## src/rtl/fifo_arb_pkg.sv

```systemverilog
// Shared types and helpers for the FIFO write-port arbiter.
//   arb_state_e : burst-lock FSM states (used only with FIFO_ARB_BURST_EN)
//   rr_pick     : round-robin search returning the first valid index at or after ptr
//   IDX_W/OCC_W : grant-index and occupancy widths for the default configuration
package fifo_arb_pkg;

  localparam int unsigned NUM_REQ_DFLT = 4;
  localparam int unsigned DEPTH_DFLT   = 16;
  localparam int unsigned IDX_W        = $clog2(NUM_REQ_DFLT);
  localparam int unsigned OCC_W        = $clog2(DEPTH_DFLT) + 1;
  // Widest request vector rr_pick can search.
  localparam int unsigned MAX_REQ      = 32;

  typedef enum logic {IDLE, LOCKED} arb_state_e;

  // Search ptr, ptr+1, ... (mod num) and return the first index with valid set.
  // Returns ptr when nothing is valid; callers gate the result with |valid.
  function automatic int unsigned rr_pick(input logic [MAX_REQ-1:0] valid,
                                          input int unsigned         ptr,
                                          input int unsigned         num);
    int unsigned idx;
    logic        found;
    rr_pick = ptr;
    found   = 1'b0;
    for (int unsigned i = 0; i < MAX_REQ; i++) begin
      idx = ptr + i;
      if (idx >= num) idx = idx - num;
      if (i < num && !found && valid[idx[4:0]]) begin
        rr_pick = idx;
        found   = 1'b1;
      end
    end
  endfunction

endpackage

```

## src/rtl/fifo_occ_counter.sv

```systemverilog
// Up/down occupancy counter saturating at 0 and DEPTH.
//   clk, rst_n : clock, asynchronous active-low reset
//   inc        : a word was written this cycle
//   dec        : a word was read this cycle
//   count      : words currently stored
module fifo_occ_counter #(
  parameter int unsigned DEPTH = 16,
  parameter int unsigned WIDTH = $clog2(DEPTH) + 1
) (
  input  logic             clk,
  input  logic             rst_n,
  input  logic             inc,
  input  logic             dec,
  output logic [WIDTH-1:0] count
);

  logic [WIDTH-1:0] count_q, count_d;

  always_comb begin
    count_d = count_q;
    if (inc && !dec && count_q != WIDTH'(DEPTH)) begin
      count_d = count_q + WIDTH'(1);
    end else if (dec && !inc && count_q != '0) begin
      count_d = count_q - WIDTH'(1);
    end
  end

  always_ff @(posedge clk or negedge rst_n) begin
    if (!rst_n) count_q <= '0;
    else        count_q <= count_d;
  end

  assign count = count_q;

endmodule

```

## src/rtl/fifo_wr_arbiter.sv

```systemverilog
// Round-robin arbiter sharing one FIFO write port among NUM_REQ producers.
// Optional burst locking is enabled by defining FIFO_ARB_BURST_EN.
//   clk, rst_n   : clock, asynchronous active-low reset
//   req_valid    : per-producer word available
//   req_data     : producer i word at [i*DATA_WIDTH +: DATA_WIDTH]
//   req_ready    : one-hot accept, zero latency
//   fifo_full    : FIFO backpressure
//   fifo_empty   : FIFO empty (masks reads for occupancy tracking)
//   fifo_rd_en   : consumer read strobe, observed only
//   fifo_wr_en   : FIFO write strobe
//   fifo_data_in : FIFO write data (winner's word)
//   grant_id     : producer written most recently
//   occupancy    : words stored, tracked from writes and reads
module fifo_wr_arbiter
  import fifo_arb_pkg::*;
#(
  parameter int unsigned NUM_REQ    = 4,
  parameter int unsigned DATA_WIDTH = 8,
  parameter int unsigned DEPTH      = 16,
  parameter int unsigned BURST_LEN  = 4
) (
  input  logic                          clk,
  input  logic                          rst_n,
  input  logic [NUM_REQ-1:0]            req_valid,
  input  logic [NUM_REQ*DATA_WIDTH-1:0] req_data,
  output logic [NUM_REQ-1:0]            req_ready,
  input  logic                          fifo_full,
  input  logic                          fifo_empty,
  input  logic                          fifo_rd_en,
  output logic                          fifo_wr_en,
  output logic [DATA_WIDTH-1:0]         fifo_data_in,
  output logic [$clog2(NUM_REQ)-1:0]    grant_id,
  output logic [$clog2(DEPTH):0]        occupancy
);

  localparam int unsigned IdxW = $clog2(NUM_REQ);
  localparam int unsigned OccW = $clog2(DEPTH) + 1;

  logic [IdxW-1:0] rr_ptr_q, grant_id_q, winner, winner_inc;
  logic            wr_en;

`ifdef FIFO_ARB_BURST_EN
  localparam int unsigned CntW = $clog2(BURST_LEN + 1);

  arb_state_e      state_q;
  logic [IdxW-1:0] lock_id_q;
  logic [CntW-1:0] burst_cnt_q;
  logic            locked_active;

  // Lock only binds while its owner keeps requesting; a drop behaves as IDLE.
  assign locked_active = (state_q == LOCKED) && req_valid[lock_id_q];
`else
  if (BURST_LEN == 0) begin : g_no_burst
    // Burst length has no effect without FIFO_ARB_BURST_EN.
  end
`endif

  always_comb begin
    winner = IdxW'(rr_pick(MAX_REQ'(req_valid), 32'(rr_ptr_q), NUM_REQ));
`ifdef FIFO_ARB_BURST_EN
    if (locked_active) winner = lock_id_q;
`endif
  end

  // Gated by rst_n so no handshake appears while reset is held.
  assign wr_en      = (|req_valid) & ~fifo_full & rst_n;
  assign fifo_wr_en = wr_en;
  assign req_ready  = wr_en ? (NUM_REQ'(1) << winner) : '0;
  assign winner_inc = (winner == IdxW'(NUM_REQ - 1)) ? '0 : winner + IdxW'(1);

  always_comb begin
    fifo_data_in = '0;
    for (int unsigned i = 0; i < NUM_REQ; i++) begin
      if (winner == IdxW'(i)) fifo_data_in = req_data[i*DATA_WIDTH +: DATA_WIDTH];
    end
  end

  always_ff @(posedge clk or negedge rst_n) begin
    if (!rst_n) begin
      rr_ptr_q   <= '0;
      grant_id_q <= '0;
    end else if (wr_en) begin
      rr_ptr_q   <= winner_inc;
      grant_id_q <= winner;
    end
  end

`ifdef FIFO_ARB_BURST_EN
  always_ff @(posedge clk or negedge rst_n) begin
    if (!rst_n) begin
      state_q     <= IDLE;
      lock_id_q   <= '0;
      burst_cnt_q <= '0;
    end else if (locked_active) begin
      // Full stalls here without consuming burst count.
      if (wr_en) begin
        if (32'(burst_cnt_q) + 1 >= BURST_LEN) begin
          state_q     <= IDLE;
          burst_cnt_q <= '0;
        end else begin
          burst_cnt_q <= burst_cnt_q + CntW'(1);
        end
      end
    end else if (wr_en && BURST_LEN > 1) begin
      state_q     <= LOCKED;
      lock_id_q   <= winner;
      burst_cnt_q <= CntW'(1);
    end else begin
      state_q     <= IDLE;
      burst_cnt_q <= '0;
    end
  end
`endif

  assign grant_id = grant_id_q;

  fifo_occ_counter #(
    .DEPTH (DEPTH),
    .WIDTH (OccW)
  ) u_occ (
    .clk   (clk),
    .rst_n (rst_n),
    .inc   (wr_en),
    .dec   (fifo_rd_en & ~fifo_empty),
    .count (occupancy)
  );

endmodule
```

## config.mk

```make
export PLATFORM = sky130hd
export DESIGN_NAME = fifo_wr_arbiter
export DESIGN_NICKNAME = d
export VERILOG_FILES = /design/src/rtl/fifo_arb_pkg.sv /design/src/rtl/fifo_occ_counter.sv /design/src/rtl/fifo_wr_arbiter.sv
export SDC_FILE = /design/constraint.sdc
export NUM_CORES = 1
export LEC_CHECK = 0
export ABC_AREA = 0
export BUFFER_PORTS_ARGS = -buffer_cell sky130_fd_sc_hd__buf_4
export CAP_MARGIN = 0
export CORE_MARGIN = 4
export CORE_UTILIZATION = 46
export DETAILED_ROUTE_END_ITERATION = 12
export PLACE_DENSITY = 0.78
export SKIP_CTS_REPAIR_TIMING = 1
export SLEW_MARGIN = 0
export SYNTH_ARGS = -nofsm -noshare
export SYNTH_HDL_FRONTEND = slang
export SYNTH_HIERARCHICAL = 1
export SYNTH_SLANG_ARGS = --single-unit
```

## constraint.sdc

```tcl
create_clock -name clk -period 4.8 [get_ports clk]
set_input_delay 0.96 -clock clk [delete_from_list [all_inputs] [get_ports clk]]
set_output_delay 0.96 -clock clk [all_outputs]
set_load 0.01 [all_outputs]
```

# After elaboration in Yosys (flattened, before gate mapping)
# Cells that the tools add are included.
# W data, S select, Z words.
[word_totals] ff_bits=9
[op_classes] mux=27 n_bitwise=5 eq_ne=4 reduce_logical=16 add_sub_neg=10 n_shift=1 order_cmp=8
[ops] op="$mux W8" count=4
[ops] op="$mux W5" count=6
[ops] op="$lt A5 B6 Y1 const B" count=4
[ops] op="$bmux W1 S5" count=4
[ops] op="$sub A3 B3 Y4 const B" count=3
[ops] op="$mux W2" count=5
[ops] op="$ge A3 B3 Y1 const B" count=3
[ops] op="$logic_and A1 B1 Y1" count=7
[ops] op="$mux W1" count=7
[ops] op="$add A2 B2 Y3 const B" count=2
[ops] op="$add A5 B1 Y5 const B" count=1
[ops] op="$logic_not A1 Y1" count=5
[ops] op="$ne A5 B5 Y1 const B" count=1
[ops] op="$reduce_bool A5 Y1" count=1
[ops] op="$sub A5 B1 Y5 const B" count=1
[ops] op="$eq A2 B2 Y1 const B" count=2
[ops] op="$mux W4" count=1
[ops] op="$reduce_or A4 Y1" count=1
[ops] op="$shl A1 B2 Y4 const A" count=1
[ops] op="$sub A2 B3 Y4 const B" count=1
[ops] op="$add A2 B1 Y3 const B" count=1
[ops] op="$and A1 B1 Y1" count=3
[ops] op="$ge A2 B3 Y1 const B" count=1
[ops] op="$add A2 B1 Y2 const B" count=1
[ops] op="other kinds (4)" count=5

# Longest topological paths before layout
# Gate-level depths: netlist (run 1).
[logic_depth] depth_word=19 depth_mapped=15 ltp_nobuf=13

# Cells and area by module
# The synthesis (run 1) kept the hierarchy.
[by_module_without_submodules] module="fifo_wr_arbiter" instances=1 seq_area_each_um2=100.1 cells_per_inst=103 area_each_um2=798.3
[by_module_without_submodules] module="fifo_occ_counter" instances=1 seq_area_each_um2=125.1 cells_per_inst=50 area_each_um2=460.4

# Least setup slack after synthesis (run 1)
# Ideal clock, no wire load.
[synth_path] path_type="input to output" start="input port req_valid[3]" end="output port fifo_data_in[6]" t_arrival_ns=3.495 t_required_ns=3.840 n_path_buf=2 setup_slack_ns=0.345 stages=11 path_cell_list="mux4_2 or3b_1 or2_4 and3_4 or2_1 ha_1 clkbuf_1 clkbuf_1 nor2_1 a21oi_1 o21ai_0"
[synth_via] elab_chain_cells=17 elab_cells_between_ends=29 classes_between="eq/ne (3); mux (19); reduce/logical (7)"
[synth_rtl] element="from (decl)" line="fifo_wr_arbiter.sv:24" rtl="input logic [NUM_REQ-1:0] req_valid,"
[synth_rtl] element="$bmux W1 S5" line="fifo_arb_pkg.sv:28" rtl="if (i < num && !found && valid[idx[4:0]]) begin"
[synth_rtl] element="$mux W1 (not written as such)" line="fifo_arb_pkg.sv:28"
[synth_rtl] element="$mux W1" line="fifo_arb_pkg.sv:28"
[synth_rtl] element="$logic_not A1 Y1" line="fifo_arb_pkg.sv:28"
[synth_rtl] element="$logic_and A1 B1 Y1" line="fifo_arb_pkg.sv:28"
[synth_rtl] element="$mux W1" line="fifo_arb_pkg.sv:28"
[synth_rtl] element="$logic_not A1 Y1" line="fifo_arb_pkg.sv:28"
[synth_rtl] element="$logic_and A1 B1 Y1" line="fifo_arb_pkg.sv:28"
[synth_rtl] element="$mux W1" line="fifo_arb_pkg.sv:28"
[synth_rtl] element="$logic_not A1 Y1" line="fifo_arb_pkg.sv:28"
[synth_rtl] element="$logic_and A1 B1 Y1" line="fifo_arb_pkg.sv:28"
[synth_rtl] element="$mux W2 *" line="fifo_arb_pkg.sv:28"
[synth_rtl] element="$logic_not A2 Y1" line="fifo_wr_arbiter.sv:74" rtl="if (winner == IdxW'(i)) fifo_data_in = req_data[i*DATA_WIDTH +: DATA_WIDTH];"
[synth_rtl] element="$mux W8 (3 in series)" line="fifo_wr_arbiter.sv:74"
[synth_rtl] element="$mux W8 *" line="fifo_wr_arbiter.sv:74"
[synth_rtl] element="to (decl)" line="fifo_wr_arbiter.sv:31" rtl="output logic [DATA_WIDTH-1:0] fifo_data_in,"
# Mark *: on every way between the ends. The rest lies on a longest branch, timed or not. The select of a mux whose other input is x is not followed.

# Worst setup path in the final report (run 1)
[layout_path] start="input port req_valid[3]" end="output port fifo_data_in[5]"
# The elaborated chain is that of the path after synthesis.

==> reports/results.tsv, run 1 <==
stage	metric	value	unit
outcome	status	completed	
clock_network	TritonCTS clock tree	yes	
critical_path	CP required	3.84	ns
synth	largest cells by area after synthesis	dfrtp_1 (18%), ha_1 (11%), a21oi_1 (5.6%), o21ai_0 (4.4%), a22oi_1 (4.2%)	
synth	Yosys top cell area share	17.9	%
routing	DR iter-0 viols	54	
clock_network	H-tree levels	1	
synth	Synth warnings	6	
timing	RSZ-0062 raised after global routing	false	
timing	Worst-Margin Slew	0.698	ns
synth	flops & latches, synth	9	
global_routing	Tot GR Track Use	18.1	%
layout	antenna fix cells	0	
critical_path	crit path kind	in2out	
routing	# DRC	0	
synth	Yosys cell types	50	
clock_network	worst-skew pair later-pin latency	0.27	ns
routing	Detailed Routing Iterations Pass 1	4	
timing	setup violators final	0	
run	max-cap violations	0	
synth	Post-synth ARST share	100	%
clock_network	CTS max path bufs	2	
global_routing	vias in the first global route	1257	
timing	Final period util	96.7	%
power_and_ir_drop	power per cell area	840	nW/um^2
routing	total routed wirelength	3350	microns
clock_network	number of buffers created by CTS	3	
synth	predominant post-synthesis flop cell	dfrtp_1	
timing	worst rel slew slack	53.4	%
placement	GPL Wtd Cong	0.820	
synth	Post-Syn Instances	153	
critical_path	Critical Path Fanout Max	7	
timing	Fin. Hold Viols	0	
routing	WL/cell	13.8	microns
timing	Slew Limit Fails	0	
floorplan	CORE AREA	2540	sq um
timing	fmax	0.215	GHz
floorplan	Chip Width	60.3	microns
global_routing	pin count of the biggest net entering global routing	22	
global_routing	initial antenna violation count	0	
layout	Non-Filler Instances	243	
routing	Vias per Instance	5.65	
critical_path	Worst Setup Start Kind	primary input	
routing	vias	1374	
synth	synthesized area per cell	8.23	sq um
placement	hpwl dp	2730	microns
global_routing	first-pass GRT wire length	5090	microns
floorplan	Initial Util	49.5	%
layout	share of cells above drive strength 1	39.0	%
min_path	worst hold-check path type	reg2reg	
synth	share of the yosys chip area belonging to registers	17.9	%
layout	Syn-to-layout area delta	41.0	%
global_routing	total gr overflow	0	
critical_path	critical path capture point type	output pin	
floorplan	Die Y	60.3	microns
clock_network	CTS Sinks	9	
power_and_ir_drop	LEAKAGE	0.843	nW
min_path	Hold Path Cell Cnt	2	
critical_path	crit path DAT	3.68	ns
floorplan	Ports	61	
power_and_ir_drop	total power	1.49	mW
timing	Final Critical Period	4.64	ns
placement	I/O Buffers	60	
synth	syn_nets	206	
synth	Synth area leader	dfrtp_1	
clock_network	Root Buffer	clkbuf_4	
timing	clk_skew	0.00982	ns
placement	placed cells	238	
layout	final net count	267	
critical_path	worst reg-to-reg path cell count	10	
floorplan	Row Count	18	
synth	top post-synthesis cells by count	a21oi_1 (14), nand2_1 (14), nor2_1 (13), ha_1 (11), o21ai_0 (11)	
synth	Post-synth EDFFs	0	
power_and_ir_drop	peak supply drop	561	uV
synth	post-synthesis cell area	1260	sq um
clock_network	clock-pin slew on the worst setup and hold paths	0.06	ns
floorplan	die area	3640	sq um
routing	Post-DRT Antenna Nets	0	
worst max-delay path, cell delays in order:
cell and delay [ns]:
buf_4 0.13, mux4_2 0.47, or3b_1 0.41, or2_4 0.29, and3_4 0.18, or2_1 0.23
ha_1 0.23, nor2b_4 0.15, a22oi_1 0.14, nor2_1 0.07, a21oi_1 0.15, o21ai_0 0.10
buf_4 0.17
metrics by stage:
step / utilization, % / TNS (ns) / worst slack, ns / hold slack (ns) / cell area, sq um
floorplan: - / 0 / 0.345 / 0.527 / 1260
global placement: 68.0 / 0 / 0.0144 / 0.494 / 1730
detailed placement: 68.0 / -0.496 / -0.115 / 0.496 / 1730
CTS: 69.1 / -0.477 / -0.114 / 0.504 / 1760
global route: 69.7 / 0 / 0.00443 / 0.495 / 1770
finish: 69.7 / 0 / 0.157 / 0.504 / 1770
power breakdown:
| group | internal (mW) | total [mW] | switching (mW) |
|---|---|---|---|
| Combinational | 0.610 | 1.26 | 0.652 |
| Clock | 0.0320 | 0.0580 | 0.0260 |
| Sequential | 0.115 | 0.170 | 0.0546 |
| Total | 0.757 | 1.49 | 0.733 |
final timing paths:
kind | startpoint | end | slack, ns
hold reg to reg | grant_id[0] | grant_id[0] | 0.50
setup / recovery | req_valid[3] | fifo_data_in[5] | 0.16
min in group asynchronous | rst_n | rr_ptr_q[1] | 0.51
hold / removal | grant_id[0] | grant_id[0] | 0.50
max in group asynchronous | rst_n | rr_ptr_q[1] | 4.15
setup reg to reg | rr_ptr_q[1] | rr_ptr_q[1] | 2.05
cell families (layout without fill, tap and decap cells):
logic type,Yosys count,after routing,synth area share (%)
XOR/XNOR,3,3,2.09
adder cells (fa/ha/maj),12,12,12.5
flip-flops,9,9,17.9
AND/OR/NAND/NOR,53,53,22.6
buffers and inverters,14,74,4.77
multiplexers,11,11,12.6
AO/OA/AOI/OAI,51,51,27.5
per-layer routing:
metal	vias to the layer above	routed length, microns	track usage (%)
li1	684	-	-
met4	0	15	2.85
met3	4	410	6.26
met2	57	1620	34.3
met1	629	1300	19.5
met5	-	0	0
registers in the layout, summed over array words and instances (netlist names):
register,flops
grant_id,2
rr_ptr_q,2
u_occ/count,5
layout by cell type, fill, tap and decap left out, types with 4 or more instances in the layout:
cell type,n
buf_4,64
nand2_1,14
nor2_1,13
a21oi_1,13
ha_1,11
o21ai_0,10
dfrtp_1,8
a22oi_1,7
inv_1,5
mux2i_1,5
and2_1,4
final cells by class:
type | instances | area, sq um
Clock buffer | 4 | 26.3
Inverter | 6 | 22.5
Timing Repair Buffer | 64 | 480
Sequential cell | 9 | 226
Fill cell | 216 | 771
Tap cell | 30 | 37.5
Multi-Input combinational cell | 130 | 981
No activity file was read; power rests on OpenSTA's default activity.
==> inputs of run 2 (changes only) <==
==> constraint.sdc (replaced) <==
create_clock -name clk -period 5.4 [get_ports clk]
set_input_delay 1.08 -clock clk [delete_from_list [all_inputs] [get_ports clk]]
set_output_delay 1.08 -clock clk [all_outputs]
set_load 0.01 [all_outputs]
==> reports/results.tsv, run 2 (synthesis results as in run 1) <==
stage	metric	value	unit
layout	antenna fix cells	0	
floorplan	die area	3640	sq um
timing	RSZ-0062 raised after global routing	false	
floorplan	Die Y	60.3	microns
layout	most frequent cells in the layout	buf_4 (60), nand2_1 (14), a21oi_1 (14)	
routing	# DRC	0	
clock_network	Root Buffer	clkbuf_4	
floorplan	Row Count	18	
timing	setup violators final	0	
critical_path	crit path DAT	4.01	ns
routing	vias	1361	
routing	DR iter-0 viols	78	
global_routing	pin count of the biggest net entering global routing	23	
power_and_ir_drop	power per cell area	745	nW/um^2
timing	Worst-Margin Slew	0.745	ns
timing	Final Critical Period	5.09	ns
global_routing	first-pass GRT wire length	5130	microns
floorplan	Initial Util	49.5	%
routing	Vias per Instance	5.69	
layout	most common cell after layout, fill and taps aside	buf_4	
min_path	Worst Hold Launch	grant_id[1]	
global_routing	Tot GR Track Use	18.4	%
layout	Syn-to-layout area delta	38.6	%
layout	final core occ	68.5	%
critical_path	critical path capture point type	output pin	
layout	max FFs per register	5	
critical_path	reg-to-reg critical path startpoint	rr_ptr_q[0]	
timing	Slew Limit Fails	0	
timing	setup TNS	0	ns
timing	Final Worst Setup Slack	0.311	ns
floorplan	Ports	61	
critical_path	FF-to-FF setup slack	2.43	ns
global_routing	initial antenna violation count	0	
placement	hpwl dp	2690	microns
clock_network	CTS max path bufs	2	
critical_path	worst reg-to-reg path cell count	10	
critical_path	CP required	4.32	ns
placement	placed cells	235	
placement	I/O Buffers	60	
placement	GPL Wtd Cong	0.846	
global_routing	vias in the first global route	1267	
critical_path	crit path kind	in2out	
placement	Post-Place Worst Slack	0.111	ns
clock_network	worst-skew pair later-pin latency	0.26	ns
timing	fmax	0.197	GHz
critical_path	Critical Path Fanout Max	11	
clock_network	H-tree levels	1	
routing	Detailed Routing Iterations Pass 1	4	
clock_network	CTS Sinks	9	
power_and_ir_drop	LEAKAGE	0.828	nW
clock_network	TritonCTS clock tree	yes	
routing	total routed wirelength	3370	microns
layout	fill count	218	
critical_path	worst r2r dst	rr_ptr_q[1]	
outcome	status	completed	
routing	Post-DRT Antenna Nets	0	
timing	Final period util	94.2	%
layout	Non-Filler Instances	239	
clock_network	clock-pin slew on the worst setup and hold paths	0.06	ns
power_and_ir_drop	peak supply drop	474	uV
timing	Fin. Hold Viols	0	
routing	WL/cell	14.1	microns
run	max-cap violations	0	
min_path	worst hold-check path type	reg2reg	
global_routing	total gr overflow	0	
critical_path	Worst Setup Start Kind	primary input	
layout	final net count	263	
timing	clk_skew	0.00344	ns
timing	worst rel slew slack	50.2	%
floorplan	Chip Width	60.3	microns
layout	share of cells above drive strength 1	36.8	%
floorplan	CORE AREA	2540	sq um
min_path	hold endpoint	grant_id[1]	
min_path	Hold Path Cell Cnt	1	
clock_network	number of buffers created by CTS	3	
## run 2: changes by cell type in the layout (fill, tap and decap cells not counted), sizes merged
cell,delta
buf,-4
## run 2: per-layer routing
metal  part of all wire, %  wire length (microns)  up-vias  track usage (%)
met3                    13                    443        8             6.91
met4                   1.6                     53        0             5.06
met1                    41                   1390      608             21.2
met2                    44                   1490       61             31.8
li1                      -                      -      684                -
met5                     0                      0        -                0
## run 2: cell type report
cell class	instances	area, sq um	area share [%]
Sequential cell	9	226	13.0
Multi-Input combinational cell	130	981	56.2
Clock buffer	4	26.3	1.51
Timing Repair Buffer	60	450	25.8
Tap cell	30	37.5	2.15
Inverter	6	22.5	1.29
## run 2: power breakdown
part	total, mW	internal (mW)	switching, mW
clock	0.0502	0.0284	0.0219
sequential	0.166	0.103	0.0638
combinational	1.08	0.519	0.564
total	1.30	0.650	0.649
## run 2: worst max path at each step
stage | start | end | slack [ns]
4_1_cts | req_valid[3] | fifo_data_in[5] | 0.11
2_1_floorplan | req_valid[3] | fifo_data_in[6] | 0.70
6_report | req_valid[3] | fifo_data_in[1] | 0.31
3_3_place_gp | req_valid[3] | fifo_data_in[1] | 0.30
5_1_grt | req_valid[3] | fifo_data_in[0] | 0.08
3_5_place_dp | req_valid[3] | fifo_data_in[5] | 0.11
## run 2: worst max-delay path, stage by stage
cell and delay [ns]:
buf_4 0.13, mux4_2 0.51, or3b_1 0.43, or2_4 0.28, a21oi_1 0.24, nor2_1 0.11, ha_1 0.35, nor2b_4 0.24
a22oi_1 0.09, nor2_1 0.11, a21oi_1 0.05, o21ai_0 0.23, buf_4 0.17
## run 2: metrics by stage
stage          hold slack (ns)  area (sq um)  total power, mW
3_5_place_dp             0.505          1710             1.23
3_3_place_gp             0.495          1710             1.20
5_1_grt                  0.551          1740             1.44
4_1_cts                  0.519          1740             1.29
6_report                 0.513          1740             1.30
2_1_floorplan            0.527          1260            0.869
